## config.mk

```make
export PLATFORM = sky130hd
export DESIGN_NAME = pll_reset_seq
export DESIGN_NICKNAME = d
export VERILOG_FILES = /design/src/rtl/pll_reset_seq_pkg.sv /design/src/rtl/pll_reset_seq_sync_2ff.sv /design/src/rtl/pll_reset_seq.sv
export SDC_FILE = /design/constraint.sdc
export NUM_CORES = 1
export LEC_CHECK = 0
export BUFFER_PORTS_ARGS = -buffer_cell sky130_fd_sc_hd__buf_4
export CORE_MARGIN = 4
export CORE_UTILIZATION = 60
export DETAILED_ROUTE_END_ITERATION = 7
export PLACE_DENSITY = 0.78
export SETUP_SLACK_MARGIN = 0.2
export SKIP_LAST_GASP = 1
export SLEW_MARGIN = 15
export SYNTH_ARGS = -nofsm -noshare
export SYNTH_HDL_FRONTEND = slang
export SYNTH_HIERARCHICAL = 1
export SYNTH_SLANG_ARGS = --single-unit
```

## constraint.sdc

```tcl
create_clock -name clock_in -period 5.6 [get_ports clock_in]
set_input_delay 0.84 -clock clock_in [delete_from_list [all_inputs] [get_ports clock_in]]
set_output_delay 0.84 -clock clock_in [all_outputs]
set_load 0.02 [all_outputs]
```

## src/rtl/pll_reset_seq_pkg.sv

```systemverilog
// Shared state codes and widths for the PLL reset sequencer and its debug/LED decoder.
package pll_reset_seq_pkg;

    localparam int STATE_W = 3;
    localparam int LLC_W   = 8;

    localparam logic [STATE_W-1:0] ST_RESET_PLL = 3'd0;
    localparam logic [STATE_W-1:0] ST_WAIT_LOCK = 3'd1;
    localparam logic [STATE_W-1:0] ST_STABLE    = 3'd2;
    localparam logic [STATE_W-1:0] ST_RUN       = 3'd3;
    localparam logic [STATE_W-1:0] ST_FAULT     = 3'd4;

    // PLL is released from reset while waiting for, qualifying, or using lock.
    function automatic logic pll_released(input logic [STATE_W-1:0] st);
        return (st == ST_WAIT_LOCK) || (st == ST_STABLE) || (st == ST_RUN);
    endfunction

endpackage

```

## src/rtl/pll_reset_seq_sync_2ff.sv

```systemverilog
// Single-bit two-flop synchroniser with synchronous active-low reset.
module sync_2ff (
    input  logic clock_in,
    input  logic resetn,
    input  logic d,
    output logic q
);

    logic s1_q;
    logic s2_q;

    always_ff @(posedge clock_in) begin
        if (!resetn) begin
            s1_q <= 1'b0;
            s2_q <= 1'b0;
        end else begin
            s1_q <= d;
            s2_q <= s1_q;
        end
    end

    assign q = s2_q;

endmodule

```

## src/rtl/pll_reset_seq.sv

```systemverilog
// Drives PLL RESETB, qualifies a synchronised LOCK and releases the system reset once lock is stable.
//  state     | meaning
//  RESET_PLL | PLL held in reset for RESET_CYCLES
//  WAIT_LOCK | PLL running, waiting up to LOCK_TIMEOUT for lock
//  STABLE    | lock seen, must persist STABLE_CYCLES
//  RUN       | system reset released
//  FAULT     | MAX_RETRIES timeouts; waits for relock_req or resetn
module pll_reset_seq
    import pll_reset_seq_pkg::*;
#(
    parameter int RESET_CYCLES  = 48,
    parameter int LOCK_TIMEOUT  = 4800,
    parameter int STABLE_CYCLES = 480,
    parameter int MAX_RETRIES   = 4,
    parameter int CNT_W         = 16
) (
    input  logic               clock_in,
    input  logic               resetn,
    input  logic               locked,
    input  logic               relock_req,
    output logic               pll_resetb,
    output logic               sys_resetn,
    output logic               ready,
    output logic               fault,
    output logic [STATE_W-1:0] state,
    output logic [LLC_W-1:0]   lock_loss_count
);

    localparam int RETRY_W = $clog2(MAX_RETRIES) + 1;

    logic                 locked_s;
    logic [STATE_W-1:0]   state_q,      state_d;
    logic [CNT_W-1:0]     cnt_q,        cnt_d;
    logic [RETRY_W-1:0]   retry_q,      retry_d;
    logic [LLC_W-1:0]     llc_q,        llc_d;
    logic                 pll_resetb_q, pll_resetb_d;
    logic                 sys_resetn_q, sys_resetn_d;
    logic                 fault_q,      fault_d;

    sync_2ff u_lock_sync (
        .clock_in (clock_in),
        .resetn   (resetn),
        .d        (locked),
        .q        (locked_s)
    );

    always_comb begin
        state_d = state_q;
        cnt_d   = cnt_q;
        retry_d = retry_q;
        llc_d   = llc_q;
        if (relock_req) begin
            state_d = ST_RESET_PLL;
            cnt_d   = '0;
            retry_d = '0;
        end else begin
            case (state_q)
                ST_RESET_PLL: begin
                    if (cnt_q == CNT_W'(RESET_CYCLES - 1)) begin
                        state_d = ST_WAIT_LOCK;
                        cnt_d   = '0;
                    end else begin
                        cnt_d = cnt_q + 1'b1;
                    end
                end
                ST_WAIT_LOCK: begin
                    if (locked_s) begin
                        state_d = ST_STABLE;
                        cnt_d   = '0;
                    end else if (cnt_q == CNT_W'(LOCK_TIMEOUT - 1)) begin
                        cnt_d = '0;
                        if (retry_q == RETRY_W'(MAX_RETRIES - 1)) begin
                            state_d = ST_FAULT;
                        end else begin
                            state_d = ST_RESET_PLL;
                            retry_d = retry_q + 1'b1;
                        end
                    end else begin
                        cnt_d = cnt_q + 1'b1;
                    end
                end
                ST_STABLE: begin
                    // A dropout restarts the lock wait without consuming a retry.
                    if (!locked_s) begin
                        state_d = ST_WAIT_LOCK;
                        cnt_d   = '0;
                    end else if (cnt_q == CNT_W'(STABLE_CYCLES - 1)) begin
                        state_d = ST_RUN;
                        cnt_d   = '0;
                        retry_d = '0;
                    end else begin
                        cnt_d = cnt_q + 1'b1;
                    end
                end
                ST_RUN: begin
                    if (!locked_s) begin
                        state_d = ST_RESET_PLL;
                        cnt_d   = '0;
                        llc_d   = (llc_q == '1) ? llc_q : llc_q + 1'b1;
                    end
                end
                ST_FAULT: begin
                    state_d = ST_FAULT;
                end
                default: begin
                    state_d = ST_RESET_PLL;
                    cnt_d   = '0;
                    retry_d = '0;
                end
            endcase
        end
    end

    always_comb begin
        pll_resetb_d = pll_released(state_d);
        sys_resetn_d = (state_d == ST_RUN);
        fault_d      = (state_d == ST_FAULT);
    end

    always_ff @(posedge clock_in) begin
        if (!resetn) begin
            state_q      <= ST_RESET_PLL;
            cnt_q        <= '0;
            retry_q      <= '0;
            llc_q        <= '0;
            pll_resetb_q <= 1'b0;
            sys_resetn_q <= 1'b0;
            fault_q      <= 1'b0;
        end else begin
            state_q      <= state_d;
            cnt_q        <= cnt_d;
            retry_q      <= retry_d;
            llc_q        <= llc_d;
            pll_resetb_q <= pll_resetb_d;
            sys_resetn_q <= sys_resetn_d;
            fault_q      <= fault_d;
        end
    end

    assign pll_resetb      = pll_resetb_q;
    assign sys_resetn      = sys_resetn_q;
    assign ready           = sys_resetn_q;
    assign fault           = fault_q;
    assign state           = state_q;
    assign lock_loss_count = llc_q;

endmodule

```

After elaboration in Yosys (flattened, before gate mapping)
Cells that the tools add are included.
{"block": "classes", "addsub": 3, "n_eq_ne": 19, "mux": 22, "bitwise_logic": 6, "n_reduce_logical": 8}
{"operator": "16-bit 2-to-1 mux", "n": 6}
{"operator": "16-bit one-hot mux with 5 select lines", "n": 1}
{"operator": "3-bit 2-to-1 mux", "n": 13}
{"operator": "16-bit by 1-bit adder with 16-bit output, second input constant", "n": 1}
{"operator": "16-bit by 13-bit == test with 1-bit output, second input constant", "n": 1}
{"operator": "16-bit by 6-bit == test with 1-bit output, second input constant", "n": 1}
{"operator": "16-bit by 9-bit == test with 1-bit output, second input constant", "n": 1}
{"operator": "3-bit by 2-bit == test with 1-bit output, second input constant", "n": 5}
{"operator": "3-bit one-hot mux with 5 select lines", "n": 1}
{"operator": "2-bit inequality test, second input constant", "n": 5}
{"operator": "3-bit one-hot mux with 3 select lines", "n": 1}
{"operator": "8-bit by 1-bit adder with 8-bit output, second input constant", "n": 1}
{"operator": "8-bit == test, second input constant", "n": 1}
{"operator": "3-bit by 1-bit == test with 1-bit output, second input constant", "n": 2}
{"operator": "3-bit == test, second input constant", "n": 2}
{"operator": "1-bit inverter", "n": 6}
{"operator": "6-bit AND reduction", "n": 1}
{"operator": "4-bit AND reduction", "n": 1}
{"operator": "3-bit by 1-bit adder with 3-bit output, second input constant", "n": 1}
{"operator": "3-bit logical NOT", "n": 1}
{"operator": "3-bit OR reduction", "n": 1}
{"operator": "1-bit logical OR", "n": 2}
{"operator": "2-bit by 1-bit inequality test with 1-bit output, second input constant", "n": 1}
{"operator": "2-bit AND reduction", "n": 1}
{"operator": "2-bit OR reduction", "n": 1}
{"block": "totals", "ff_bits": 35, "elab_cells": 67}

Longest topological paths before layout
{"block": "depth", "word_depth": 9, "mapped_depth": 8}

Cells and area by module
Netlist, hierarchy kept.
{"module": "pll_reset_seq", "instances": 1, "cells_each": 195, "area_each_um2": 1712.9, "seq_area_each_um2": 660.6}
{"module": "sync_2ff", "instances": 1, "cells_each": 4, "area_each_um2": 52.6, "seq_area_each_um2": 40.0}

Worst setup path before layout
OpenSTA, ideal clock, no wires.
{"block": "synth_path", "kind": "register -> register", "start": "register cnt_q[11]", "end": "register cnt_q[4]", "setup_time_ps": 115, "arrival_time_ps": 2201, "required_time_ps": 5485, "path_slack_ps": 3284, "stages_incl_launch_ff": 7, "n_path_buf": 1, "cell_sequence": "dfxtp_1 > or4_4 > or4_4 > and2_4 > o41ai_4 > buf_6 > nor2_1"}
{"block": "synth_via", "elab_chain_cells": 4, "elab_cells_between_ends": 9, "cone_classes": "eq/ne: 3; mux: 6"}
{"item": "from (decl)", "line": "pll_reset_seq.sv:33", "text": "logic [CNT_W-1:0] cnt_q, cnt_d;"}
{"item": "from (signal assigned)", "line": "pll_reset_seq.sv:131", "text": "cnt_q <= cnt_d;"}
{"item": "16-bit by 9-bit == test with 1-bit output / 16-bit by 13-bit == test with 1-bit output (equally long branches)", "line": "pll_reset_seq.sv:87, pll_reset_seq.sv:70"}
{"item": "16-bit 2-to-1 mux, on equally long branches", "line": "pll_reset_seq.sv:87, pll_reset_seq.sv:70"}
{"item": "16-bit 2-to-1 mux, on equally long branches", "line": "pll_reset_seq.sv:84, pll_reset_seq.sv:67"}
{"item": "16-bit one-hot mux with 5 select lines (*)", "line": "pll_reset_seq.sv:57", "text": "case (state_q)"}
Every way passes the cells marked *; elsewhere a longest branch is shown, timed or not.
A chain may end at the register's enable or synchronous reset.

Final worst setup path
{"block": "layout_path", "start": "register cnt_q[11]", "end": "register cnt_q[6]"}
Same word-level chain as after synthesis.

==> results by group <==
Place
  – Gpl congestion: around 0.89
  – Dpl ws: between 2 and 3 ns
  – Dpl hpwl: 2560 um
  – Post-Place Cell Area: roughly 0.0019 mm^2
  – # port buffers: 18

Hold path
  – Worst min path class: reg -> reg
  – Worst Hold End: u_lock_sync/q$_SDFF_PN0_
  – Worst Hold Launch: u_lock_sync/s1_q$_SDFF_PN0_
  – Hold Path Cell Cnt: 1

Drt
  – DRT antenna net count: 0
  – DRT iter0 DRCs: around 130
  – Final WL: 3590 um
  – First-pass detailed-route iteration total: 8
  – Drt drc: 0
  – DR WL/cell: between 10 and 15 um
  – Vias after detailed routing: 1,483
  – Detail-routed via count per cell: 5.93

Pwr
  – Peak supply drop: between 300 and 400 uV
  – Leak: 0.737 nW
  – PwrDens: roughly 230 mW/mm^2

Synthesis
  – Top_reg_cell synth: dfxtp_1
  – Syn nets: 207
  – Mapped Cells: 199
  – Synth async-reset ratio: 0%
  – Synth warn: 6
  – Register area share after synthesis: 39.7%
  – Seq cells post-synth: 35
  – Mapped Area: 0.00177 mm^2
  – Unique masters post-synth: 46
  – Post-synth EDFFs: 0
  – Mapped Avg Cell Area: 8.87 um^2

Global route
  – First-pass GRT wire length: 6010 um
  – GRT Total Usage: 19.0%
  – Number of global-route vias before repair: about 1.3k
  – Largest net degree at the start of global routing: 15
  – Grt ovf: 0
  – Initial antenna violation count: 0

STA
  – Setup TNS: 0 ns
  – Hold WS: 0.449 ns
  – Final Max Slew Viols: 0
  – Tmin final: 2.68 ns
  – Relative max-transition margin: 49.2%
  – Unrepaired setup endpoints after global routing: no
  – Tcrit/Tclk final: 47.8%
  – Final number of hold-violating endpoints: 0
  – Final WS setup: 2.92 ns
  – Slew of the pin with the lowest slew margin: about 0.76 ns
  – Final setup violation count: 0
  – Final worst clock skew: just over 0.01 ns
  – Max Fclk: between 300 and 400 MHz

Finish
  – Finished Core Util: between 70% and 80%
  – Layout cell share with drive strength beyond 1: between 10% and 20%
  – Layout area overhead: 11.8%
  – Fillers: 206
  – Fin nets: around 230
  – Diode count: 0
  – Design area: just under 0.002 mm^2

Floorplanning
  – Floorplan row count: 19
  – Initial Util: around 63%
  – I/O pin cnt: 19
  – Die Area: 0.00387 mm^2
  – Die Y: 62.2 um
  – DIE WIDTH: 62.2 um
  – Core Box Area: 0.00278 mm^2

Critical path
  – CP Buf/Inv Count: 0
  – CP startpoint kind: flop
  – R2R depth: 5
  – CP Data Arrival Time: 2.88 ns
  – Crit path largest cell delay: approximately 0.69 ns
  – Worst R2R Setup Slack: 2.92 ns
  – Crit path max fanout: 14
  – Reg-to-reg endpoint: cnt_q[6]$_SDFFE_PP0P_
  – CP required: 5.80 ns
  – Slowest-stage cell, CP: o41ai_4
  – CP Class: reg -> reg
  – Worst setup EP type: flop
  – CP delay by family, top: simple AND/OR/NAND/NOR gates
  – R2R Path Start: cnt_q[11]$_SDFFE_PP0P_
  – CP cell instances: or4_4, or4_1, o21ba_2, o41ai_4, nor2_1

Clocking
  – Total CTS buffers: 5
  – Skew-Pair Late Insertion Delay: 0.34 ns
  – Post-CTS sizing: 0
  – H-Tree Depth: 2
  – Clock slew at reported path FFs: 0.11 ns
  – Number of post-CTS setup repair buffers: 0
  – Root buffer cell: clkbuf_4
  – Post-CTS Hold Fix Bufs: 0
  – CTS tree: done
  – CTS sink count: 35
  – Max clock buf depth: 2

Status
  – Outcome: finished, final reports clean

Run
  – Max cap viols: 0
==> power by group <==
group | internal [W] | switching, W
Clock | 0.000105 | 0.0000860
Combinational | 0.00000426 | 0.00000566
Sequential | 0.000250 | 0.00000138
Total | 0.000360 | 0.0000930
==> Yosys cell counts (2+ instances only) <==
cell type  number  area (um^2)
and4_1          3         26.3
ha_1            4         50.1
nor3b_1         3         22.5
nand2_1        14         52.6
or3_1           3         18.8
xnor2_1        11         96.3
nand3_1         9         45.0
a31oi_1         2         12.5
nand4b_1        3         26.3
a21oi_1         4         20.0
a22o_1          2         17.5
inv_1           5         18.8
o22ai_1         2         12.5
nor3_1         11         55.1
nand2b_1        3         18.8
nor2b_1         5         31.3
nor4_1          4         25.0
nand4_1         6         37.5
o21ai_0         2         10.0
and2_1          9         56.3
xor2_1          9         78.8
nor2_1         25         93.8
or4_4           2         22.5
a21boi_0        2         15.0
dfxtp_1        35          701
==> cells in the final DEF (no fill, tap or decap), types with 2 or more instances in the layout <==
master / n
a31oi_1: 2
and4_1: 3
a21boi_0: 2
nor2b_1: 5
nand3_1: 9
o22ai_1: 2
dfxtp_1: 35
xnor2_1: 11
nand4_1: 6
nand2_1: 14
nand2b_1: 3
ha_1: 4
nor3_1: 11
a22o_1: 2
buf_4: 18
a21oi_1: 4
or3_1: 3
or4_4: 2
nand4b_1: 3
xor2_1: 9
nor2_1: 25
clkbuf_4: 5
and2_1: 9
o21ai_0: 2
inv_1: 5
nor3b_1: 3
nor4_1: 4
==> worst register-to-register path, cell delays in order (launching register included) <==
cell     delay [ns]
dfxtp_1        0.35
or4_4          0.55
or4_1          0.55
o21ba_2        0.27
o41ai_4        0.70
nor2_1         0.13
==> how the worst max path moves through the flow <==
stage / start / to / slack (ns) / depth (start not counted)
global route: cnt_q[11]$_SDFFE_PP0P_ / cnt_q[4]$_SDFFE_PP0P_ / 2.81 / 5
CTS: cnt_q[11]$_SDFFE_PP0P_ / cnt_q[10]$_SDFFE_PP0P_ / 2.94 / 5
detailed placement: cnt_q[11]$_SDFFE_PP0P_ / cnt_q[10]$_SDFFE_PP0P_ / 2.95 / 5
global placement: cnt_q[11]$_SDFFE_PP0P_ / cnt_q[7]$_SDFFE_PP0P_ / 3.04 / 5
floorplan: cnt_q[11]$_SDFFE_PP0P_ / cnt_q[4]$_SDFFE_PP0P_ / 3.28 / 6
finish: cnt_q[11]$_SDFFE_PP0P_ / cnt_q[6]$_SDFFE_PP0P_ / 2.92 / 5
==> metrics by stage <==
stage	total power, W	cells
2_1_floorplan	0.000264	199
3_3_place_gp	0.000267	242
3_5_place_dp	0.000267	242
4_1_cts	0.000454	250
5_1_grt	0.000473	250
6_report	0.000453	250
==> layer usage <==
metal / share of wire [%] / global-route usage (%)
met3: 6.1 / 4.86
met1: 45 / 24.7
met2: 47 / 29.3
met5: 0 / 0
met4: 2.5 / 8.67
==> state kept, by name, summed over array words and instances, names as in the netlist <==
| name | flops |
|---|---|
| lock_loss_count | 8 |
| u_lock_sync/q | 1 |
| fault | 1 |
| pll_resetb | 1 |
| retry_q | 3 |
| state | 3 |
| u_lock_sync/s1_q | 1 |
| cnt_q | 16 |
| ready | 1 |
==> cells by family (layout without fill, tap and decap cells) <==
kind of cell / after synthesis / count (layout) / synth area share (%)
flip-flops: 35 / 35 / 39.7
multiplexers: 2 / 2 / 1.20
adder cells (fa/ha/maj): 4 / 4 / 2.83
AO/OA/AOI/OAI: 19 / 19 / 8.50
buffers and inverters: 11 / 31 / 3.97
AND/OR/NAND/NOR: 108 / 108 / 33.9
XOR/XNOR: 20 / 20 / 9.92
==> area by class of cell <==
cell class	instances	area, um^2	share of cell area, %
inverter	5	18.8	0.951
clock inverter	2	35.0	1.77
sequential	35	701	35.5
timing repair buffer	18	135	6.84
multi-input combinational	153	995	50.4
clock buffer	6	51.3	2.60
tap	31	38.8	1.96
(Power assumes the default switching activity.)
